**src/rtl/spi_sck_edge_framer.sv**
```systemverilog
// SPI receive front end: pin synchronisers, sample-edge and CS_N edge strobes,
// bit counting, word boundaries and framing-error detection.
module spi_sck_edge_framer #(
  parameter int DW          = 16,
  parameter int SYNC_STAGES = 2,
  parameter int CPOL        = 0,
  parameter int CPHA        = 0,
  localparam int CW         = $clog2(DW)
) (
  input  logic          clk,
  input  logic          rst_n,
  input  logic          sck_i,
  input  logic          cs_n_i,
  input  logic          mosi_i,
  output logic          mosi_o,
  output logic          sck_sample_edge,
  output logic          cs_n_falling_edge,
  output logic          cs_n_rising_edge,
  output logic          word_valid,
  output logic [CW-1:0] bit_cnt,
  output logic          frame_err,
  output logic          busy
);

  localparam logic SCK_IDLE = (CPOL != 0);
  localparam logic SAMP_RISE = (CPOL == CPHA);
  localparam logic [CW-1:0] LAST = CW'(DW - 1);

  typedef enum logic {
    IDLE,
    ACTIVE
  } state_t;

  state_t state, state_d;

  logic [SYNC_STAGES-1:0] sck_s, cs_s, mosi_s;
  logic sck_h, cs_h, mosi_h;

  always_ff @(posedge clk or negedge rst_n) begin
    if (!rst_n) begin
      sck_s  <= {SYNC_STAGES{SCK_IDLE}};
      cs_s   <= {SYNC_STAGES{1'b1}};
      mosi_s <= '0;
      sck_h  <= SCK_IDLE;
      cs_h   <= 1'b1;
      mosi_h <= 1'b0;
    end else begin
      sck_s  <= {sck_s[SYNC_STAGES-2:0], sck_i};
      cs_s   <= {cs_s[SYNC_STAGES-2:0], cs_n_i};
      mosi_s <= {mosi_s[SYNC_STAGES-2:0], mosi_i};
      sck_h  <= sck_s[SYNC_STAGES-1];
      cs_h   <= cs_s[SYNC_STAGES-1];
      mosi_h <= mosi_s[SYNC_STAGES-1];
    end
  end

  logic sck_now, cs_now;
  logic samp, cs_fall, cs_rise;

  assign sck_now = sck_s[SYNC_STAGES-1];
  assign cs_now  = cs_s[SYNC_STAGES-1];
  assign samp    = SAMP_RISE ? (sck_now & ~sck_h)
                             : (~sck_now & sck_h);
  assign cs_fall = ~cs_now & cs_h;
  assign cs_rise = cs_now & ~cs_h;

  // Strobes are registered, so mosi_o uses the history flop to stay aligned.
  assign mosi_o = mosi_h;
  assign busy   = (state == ACTIVE);

  logic          samp_d, fall_d, rise_d;
  logic          wv_d, ferr_d;
  logic [CW-1:0] cnt_d;

  always_comb begin
    state_d = state;
    cnt_d   = bit_cnt;
    samp_d  = 1'b0;
    fall_d  = 1'b0;
    rise_d  = 1'b0;
    wv_d    = 1'b0;
    ferr_d  = 1'b0;
    unique case (state)
      IDLE: begin
        if (cs_fall) begin
          fall_d  = 1'b1;
          cnt_d   = '0;
          state_d = ACTIVE;
        end
      end
      ACTIVE: begin
        if (samp) begin
          samp_d = 1'b1;
          if (bit_cnt == LAST) begin
            wv_d  = 1'b1;
            cnt_d = '0;
          end else begin
            cnt_d = bit_cnt + CW'(1);
          end
        end
        // Frame end is judged on the count after any same-cycle sample.
        if (cs_rise) begin
          rise_d  = 1'b1;
          ferr_d  = (cnt_d != '0);
          state_d = IDLE;
        end
      end
      default: state_d = IDLE;
    endcase
  end

  always_ff @(posedge clk or negedge rst_n) begin
    if (!rst_n) begin
      state             <= IDLE;
      bit_cnt           <= '0;
      sck_sample_edge   <= 1'b0;
      cs_n_falling_edge <= 1'b0;
      cs_n_rising_edge  <= 1'b0;
      word_valid        <= 1'b0;
      frame_err         <= 1'b0;
    end else begin
      state             <= state_d;
      bit_cnt           <= cnt_d;
      sck_sample_edge   <= samp_d;
      cs_n_falling_edge <= fall_d;
      cs_n_rising_edge  <= rise_d;
      word_valid        <= wv_d;
      frame_err         <= ferr_d;
    end
  end

endmodule

```
**config.mk**
```make
export PLATFORM = sky130hd
export DESIGN_NAME = spi_sck_edge_framer
export DESIGN_NICKNAME = d
export VERILOG_FILES = /design/src/rtl/spi_sck_edge_framer.sv
export SDC_FILE = /design/constraint.sdc
export NUM_CORES = 1
export LEC_CHECK = 0
export ABC_AREA = 1
export CAP_MARGIN = 40
export CORE_MARGIN = 1
export CORE_UTILIZATION = 45
export CTS_BUF_LIST = sky130_fd_sc_hd__clkbuf_8
export CTS_CLUSTER_DIAMETER = 40
export DETAILED_ROUTE_END_ITERATION = 10
export GPL_TIMING_DRIVEN = 0
export PLACE_DENSITY = 0.82
export SETUP_SLACK_MARGIN = 0.4
export SYNTH_ARGS = -nofsm -noshare
export SYNTH_HDL_FRONTEND = slang
export SYNTH_SLANG_ARGS = --single-unit
```
**constraint.sdc**
```tcl
create_clock -name clk -period 1.2 [get_ports clk]
set_input_delay 0.24 -clock clk [delete_from_list [all_inputs] [get_ports clk]]
set_output_delay 0.24 -clock clk [all_outputs]
set_load 0.05 [all_outputs]
```
# After elaboration in Yosys (flattened, before gate mapping)
# Index checks and enable logic that the tools add are counted.
# word_totals
register_bits,19
in_bits,5
out_inout_bits,11
elab_cells,42
# op_classes
add_sub_neg,1
eq_ne,2
muxes,18
bitwise,7
reduce_logical,1
# op_table
operator,n
4-bit two-way mux,4
1-bit two-way mux,12
4-bit one-hot mux with 2 select lines,1
4-bit by 1-bit adder with 4-bit output (second input constant),1
4-bit equality test (second input constant),1
1-bit NOT,4
4-bit nonzero test,1
1-bit AND,3
2-bit inequality test (second input constant),1
1-bit one-hot mux with 2 select lines,1

# Longest topological paths before layout
# Gate-level depths: netlist (run 1).
# logic_depth
word_depth,7
ltp_mapped,7
mapped_depth_nobuf,7

# Worst setup path after synthesis (run 1)
# OpenSTA, ideal clock, no wires.
# synth_timing
kind,register to register
start,register bit_cnt[0]
end,register frame_err
setup_time_ns,0.121
arrival_ns,1.354
setup_slack_ns,-0.275
path_stages_with_launch,7
n_path_buf,0
period_less_slack_ns,1.475
path_cell_list,dfrtp_1 -> ha_1 -> nand3_1 -> nor2_1 -> nor2_1 -> nor2_1 -> a21oi_2
# synth_between
elab_chain_len,7
elab_cells_between_ends,8
# synth_lines
item,line,source
start: declaration,20,"output logic [CW-1:0] bit_cnt,"
start signal: assignment,123,bit_cnt <= cnt_d;
4-bit by 1-bit adder with 4-bit output / 4-bit equality test (equally long branches),"98, 94",
4-bit two-way mux,94,if (bit_cnt == LAST) begin
4-bit two-way mux *,92,if (samp) begin
4-bit two-way mux *,83,unique case (state)
4-bit nonzero test *,104,ferr_d = (cnt_d != '0);
1-bit two-way mux *,102,if (cs_rise) begin
1-bit two-way mux *,83,
named net ferr_d,72,"logic wv_d, ferr_d;"
end signal: assignment,128,frame_err <= ferr_d;
end: declaration,21,"output logic frame_err,"
# The timed path passes the listed nets; every way through them passes the cells marked *. The select of a mux whose other input is x is not followed.
# A chain may end at the register's enable or synchronous reset.

# Worst setup path after layout (run 1)
# Ends and elaborated chain as after synthesis.

==> results of run 1 <==
[synth_stat cells]
| cell | number |
|---|---|
| nor2_2 | 1 |
| nand3b_1 | 1 |
| o22ai_1 | 2 |
| inv_1 | 11 |
| dfstp_2 | 3 |
| o21ai_0 | 2 |
| nand3_1 | 3 |
| ha_1 | 1 |
| dfrtp_1 | 16 |
| a21oi_2 | 1 |
| nor2_1 | 7 |
| nand4_1 | 1 |
| nand2_2 | 2 |
| o21ai_2 | 1 |
| nand2_1 | 15 |
| nor3_1 | 2 |
[power groups by stage]
stage	registers [W]	logic [W]	clock network, W
after floorplan	0.000884	0.000129	0
after global placement	0.000763	0.000370	0
after detailed placement	0.000767	0.000374	0
after CTS	0.000753	0.000402	0.000442
after global routing	0.000772	0.000520	0.000464
final	0.000766	0.000496	0.000427
[worst paths after layout]
check                            end  slack, ns  cells past startpoint
max reg2reg                frame_err      -0.05                      7
min                        frame_err      -0.08                      1
max in group asynchronous       cs_h       0.94                      1
max                        frame_err      -0.05                      7
min reg2reg                   mosi_o       0.35                      0
min in group clk              mosi_o       0.35                      0
[through the flow]
step	hold slack, ns	instances	util [%]
2_1_floorplan	-0.05559	69	-
3_3_place_gp	0.3316	100	61.68
3_5_place_dp	0.3388	100	61.68
4_1_cts	0.1748	109	68.24
5_1_grt	-0.05483	110	74.62
6_report	-0.07948	110	74.62
[registers in the layout, summed over array words and instances, names as in the netlist, 2 cells and up]
signal / cells
cs_s: 2
mosi_s: 2
bit_cnt: 4
sck_s: 2
[per-layer routing]
metal | vias up | wire length (µm)
met5 | - | 0
met4 | 0 | 14
met3 | 2 | 37
met2 | 14 | 899
met1 | 283 | 651
li1 | 266 | -
[kinds of logic (layout without fill, tap and decap cells)]
group	after synthesis	after routing
flops	19	19
compound gates	6	6
simple gates	32	32
fa+ha+maj	1	1
buf+inv	11	36
[what timing repair did]
item / in CTS / in global routing
setup endpoints to repair: 40 / 30
setup buffers: 5 / 1
pin swaps: 3 / 8
hold endpoints to repair: 0 / 16
gates resized for setup: 81 / 31
[cell type report]
cell class                      count  area, µm²  area share [%]
Tap cell                           16      20.02           1.802
Timing Repair Buffer               21      237.7           21.40
Clock buffer                        3      41.29           3.716
Sequential cell                    19      491.7           44.26
Multi-Input combinational cell     39      269.0           24.21
Inverter                           11      46.29           4.167
Clock inverter                      1      5.005          0.4504
==> reports/qor.yml, run 1 <==
outcome:
  violations: "negative hold slack, negative setup slack"
  status: "complete, but fails checks"
cts:
  clockRootBuffer: "clkbuf_8"
  clkLatencyLatePin_ns: 0.25
  h-tree-depth: 1
  cts.sinks: 19
  clk_path_buf_depth: 2
  path_clk_slew_ns: 0.07
  cts_tree: "yes"
  cts_buffers: 3
  cts.hold.buffers_added: 0
grt:
  grt_pass1_vias: 530
  met2_usage_pct: 27.81
  antenna_found_initial: 0
  grt_overflow: 0
  grt_max_degree: 20
  use_met1_pct: 22.49
  grt_pass1_wl_um: 2256
  grt-busiest-layer: "met2"
  grt_use_met3_pct: 3.913
  grt_use_total_pct: 17.61
drt:
  vias: 565
  wl_um: 1603
  drtIter0Drc: 15
  drt-pass1-iter-count: 4
  drc: 0
  drt-wirelength-per-cell_um: 14.57
  ant_nets: 0
  viasPerCell: 5.136
logic_synthesis:
  synth_area_um2: 713.2
  synth-simple-area-share_pct: 19.65
  synth_adder_area_share_pct: 1.754
  synth-xor-area-share_pct: 0
  synthCells: 69
  yosysTopAreaCellShare_pct: 56.14
  ys_seq_elements: 19
  seq_area_frac_synth_pct: 67.19
  synth_top_family_by_area: "simple AND/OR/NAND/NOR gates"
  synth_area_leader_cell: "dfrtp_1"
  synthTopCellsByArea: "dfrtp_1 56%, dfstp_2 11%, nand2_1 7.9%, inv_1 5.8%, nor2_1 3.7%"
  synthMuxAreaShare_pct: 0
  synth_nets: 75
  synth_compound_area_share_pct: 5.614
  yosysUniqueCellTypes: 16
  synth_warnings: 0
  syn_area_per_cell_um2: 10.34
timing:
  relSlewSlack_pct: 70.33
  report.final.hold_viol_count: 16
  clock_skew_ns: 0.001255
  finalSetupTns_ns: -0.05003
  grt_setup_unrepaired: "true"
  timing.fmax_ghz: 0.8000
  fin_ws_ns: -0.05003
  holdWs_ns: -0.07948
  fin_crit_ns: 1.250
  finalSetupViolations: 1
  slew_viol_final: 0
  worst_pin_slew_ns: 0.4450
  post-route-period-util_pct: 104.2
hold_path:
  hold_path_class: "input port to asynchronous set/reset pin"
floorplan:
  io_pins: 16
  design.core.area_mm2: 0.001489
  die-area_mm2: 0.001748
  rows: 14
  initial_utilization_pct: 47.90
  die_x_um: 41.81
  die_h_um: 41.81
pwr:
  p_int_w: 0.001123
  net-switching-power_w: 0.0005653
  p_leak_nw: 0.5030
  ir_worst_vdd_uv: 1206
  power_frac_clock_pct: 25.3
  swShare_pct: 33.48
  power.total_w: 0.001688
  comb_power_share_pct: 29.3
  power_density_mw_per_mm2: 1520
  seq_power_share_pct: 45.4
layout:
  final_common_cell: "nand2_1"
  drive_gt1_share_pct: 64.89
  final_area_mm2: 0.001111
  nets: 101
  area_delta_synth_final_pct: 55.79
  n_antenna_cell: 0
  nFillCells: 98
  final_cell_mix: "11 x nand2_1, 10 x dfrtp_2, 7 x buf_8"
worst_setup_path:
  required_ns: 1.34
  cpMaxStageDelayCell: "dfrtp_2"
  cp_common_cell: "nand2_1"
  cp_top_family: "flip-flops"
  cp_max_fo: 5
  cp-startpoint: "bit_cnt[0]"
  path_cells: "ha_4 > nand3_1 > nand2_1 > nand2_1 > nand2_2 > nor2_2 > a21oi_2"
  crit_type: "register to register"
  end_kind: "register"
  max_stage_delay_ns: 0.47
  start_kind: "register"
  regToRegStartpoint: "bit_cnt[0]"
  cp.arrival_ns: 1.39
  crit_buf_inv: 0
placed_design:
  gp_congestion: 0.7778
  dpl.hpwl_um: 876.7
  placed_area_um2: 918.4
  portBuffers: 15
  pre_cts_slack_ns: -0.2978
flow_run:
  cap_violations: 0
Power figures use the tool's default switching activity.
==> run 2, diff against run 1 <==
--- a/config.mk
+++ b/config.mk
@@ -7,12 +7,10 @@
 export LEC_CHECK = 0
 export ABC_AREA = 1
 export CAP_MARGIN = 40
-export CORE_MARGIN = 1
 export CORE_UTILIZATION = 45
 export CTS_BUF_LIST = sky130_fd_sc_hd__clkbuf_8
 export CTS_CLUSTER_DIAMETER = 40
 export DETAILED_ROUTE_END_ITERATION = 10
-export GPL_TIMING_DRIVEN = 0
 export PLACE_DENSITY = 0.82
 export SETUP_SLACK_MARGIN = 0.4
 export SYNTH_ARGS = -nofsm -noshare
==> reports/qor.yml, run 2 (synthesized netlist as in run 1, its figures left out) <==
outcome:
  status: "complete, but fails checks"
  violations: "negative setup slack"
cts:
  clk_path_buf_depth: 2
  clockRootBuffer: "clkbuf_8"
  cts.sinks: 19
  cts_buffers: 3
  cts_tree: "yes"
  h-tree-depth: 1
  path_clk_slew_ns: 0.07
  cts.hold.buffers_added: 0
  clkLatencyLatePin_ns: 0.26
drt:
  viasPerCell: 5.516
  wl_um: 2449
  drt-wirelength-per-cell_um: 20.07
  drtIter0Drc: 9
  vias: 673
  ant_nets: 0
  drt-pass1-iter-count: 4
  drc: 0
layout:
  largest_reg_flops: 4
  nFillCells: 48
  area_delta_synth_final_pct: 93.33
  n_antenna_cell: 0
  multi_input_area_um2: 341.6
  nets: 113
  drive_gt1_share_pct: 78.30
  regArea_um2: 493.0
  final_cell_mix: "11 x dfrtp_2, 11 x buf_12, 10 x nand2_2"
  top_register: "bit_cnt"
worst_setup_path:
  start_kind: "register"
  crit_type: "register to register"
  end_kind: "register"
  required_ns: 1.35
  r2r_slack_ns: -0.07
  cp.arrival_ns: 1.43
  cp_max_fo: 3
timing:
  worst_pin_slew_ns: 0.2415
  timing.fmax_ghz: 0.7845
  fin_crit_ns: 1.275
  report.final.hold_viol_count: 0
  post-route-period-util_pct: 106.2
  relSlewSlack_pct: 83.90
  grt_setup_unrepaired: "true"
  slew_viol_final: 0
  finalSetupViolations: 5
  fin_ws_ns: -0.07472
  holdWs_ns: 0.3138
  clock_skew_ns: 0.0009020
grt:
  antenna_found_initial: 0
  grt_pass1_vias: 649
  grt_overflow: 0
  grt_max_degree: 20
  grt_use_total_pct: 24.54
  grt_pass1_wl_um: 2939
floorplan:
  rows: 14
  io_pins: 16
  die-area_mm2: 0.001748
  design.core.area_mm2: 0.001489
  die_h_um: 41.81
  initial_utilization_pct: 47.90
  die_x_um: 41.81
hold_path:
  hold_path_class: "input port to asynchronous set/reset pin"
placed_design:
  dpl.hpwl_um: 938.6
  portBuffers: 15
  gp_congestion: 0.7953
pwr:
  p_leak_nw: 0.6069
  ir_worst_vdd_uv: 1486
  power.total_w: 0.001978
  power_density_mw_per_mm2: 1435
flow_run:
  cap_violations: 0
==> run 2: cell count changes in the layout (fill, tap and decap cells not counted), sizes merged <==
cell           change
clkinv             -1
buf               +12
clkdlybuf4s50      +1
clkbuf             -1
inv                +1
==> run 2: repair_timing <==
item,CTS,global route
endpoints found under the hold margin,0,0
setup endpoints to repair,20,21
setup buffers,9,6
gates resized for setup,24,27
pin swaps,6,13
==> run 2: final cells by class <==
class                      count  share of cell area, %
clock inverter                 1                 0.2722
multi-input combinational     39                  24.77
timing repair buffer          33                  31.40
inverter                      11                  3.358
clock buffer                   3                  2.995
sequential                    19                  35.75
tap                           16                  1.452
==> run 2: path summary, 6_finish.rpt <==
check                           depth (start not counted)          to        from
worst min-delay path                                    2  bit_cnt[3]       rst_n
worst min register to register                          0   mosi_s[1]   mosi_s[0]
worst max register to register                          6   frame_err  bit_cnt[0]
max in group asynchronous                               2     cs_s[0]       rst_n
min in group clk                                        0   mosi_s[1]   mosi_s[0]
worst max-delay path                                    6   frame_err  bit_cnt[0]
==> run 2: layer usage <==
metal  vias to the layer above  routed length (µm)  global-route usage (%)
met5                         -                   0                       0
met4                         0                 152                   18.71
met3                        16                 133                   5.217
met2                        44                1285                   42.19
met1                       324                 877                   25.81
li1                        289                   -                       -
==> run 2: power by group <==
part	internal, W	switching, W
Combinational	0.000362	0.000408
Clock	0.000228	0.000216
Sequential	0.000700	0.0000645
Total	0.00129	0.000688
==> run 2: through the flow <==
step / cells / setup TNS [ns] / utilization [%] / setup WS [ns] / instance area, µm²
after floorplan: 69 / -0.06645 / - / -0.05593 / 748.2
after global placement: 103 / 0 / 70.59 / 0.08634 / 1051
after detailed placement: 103 / 0 / 70.59 / 0.02241 / 1051
after CTS: 116 / 0 / 83.53 / 0.003272 / 1244
after global routing: 122 / -0.3555 / 92.61 / -0.1467 / 1379
final: 122 / -0.1632 / 92.61 / -0.07472 / 1379
==> run 2: worst max-delay path, cell delays in order, from the launching register on <==
cell and delay, ns:
dfrtp_2 0.42, ha_4 0.18, nand4_1 0.16, nand2_2 0.15, nand2_2 0.08, nor2_4 0.12
a21oi_2 0.05
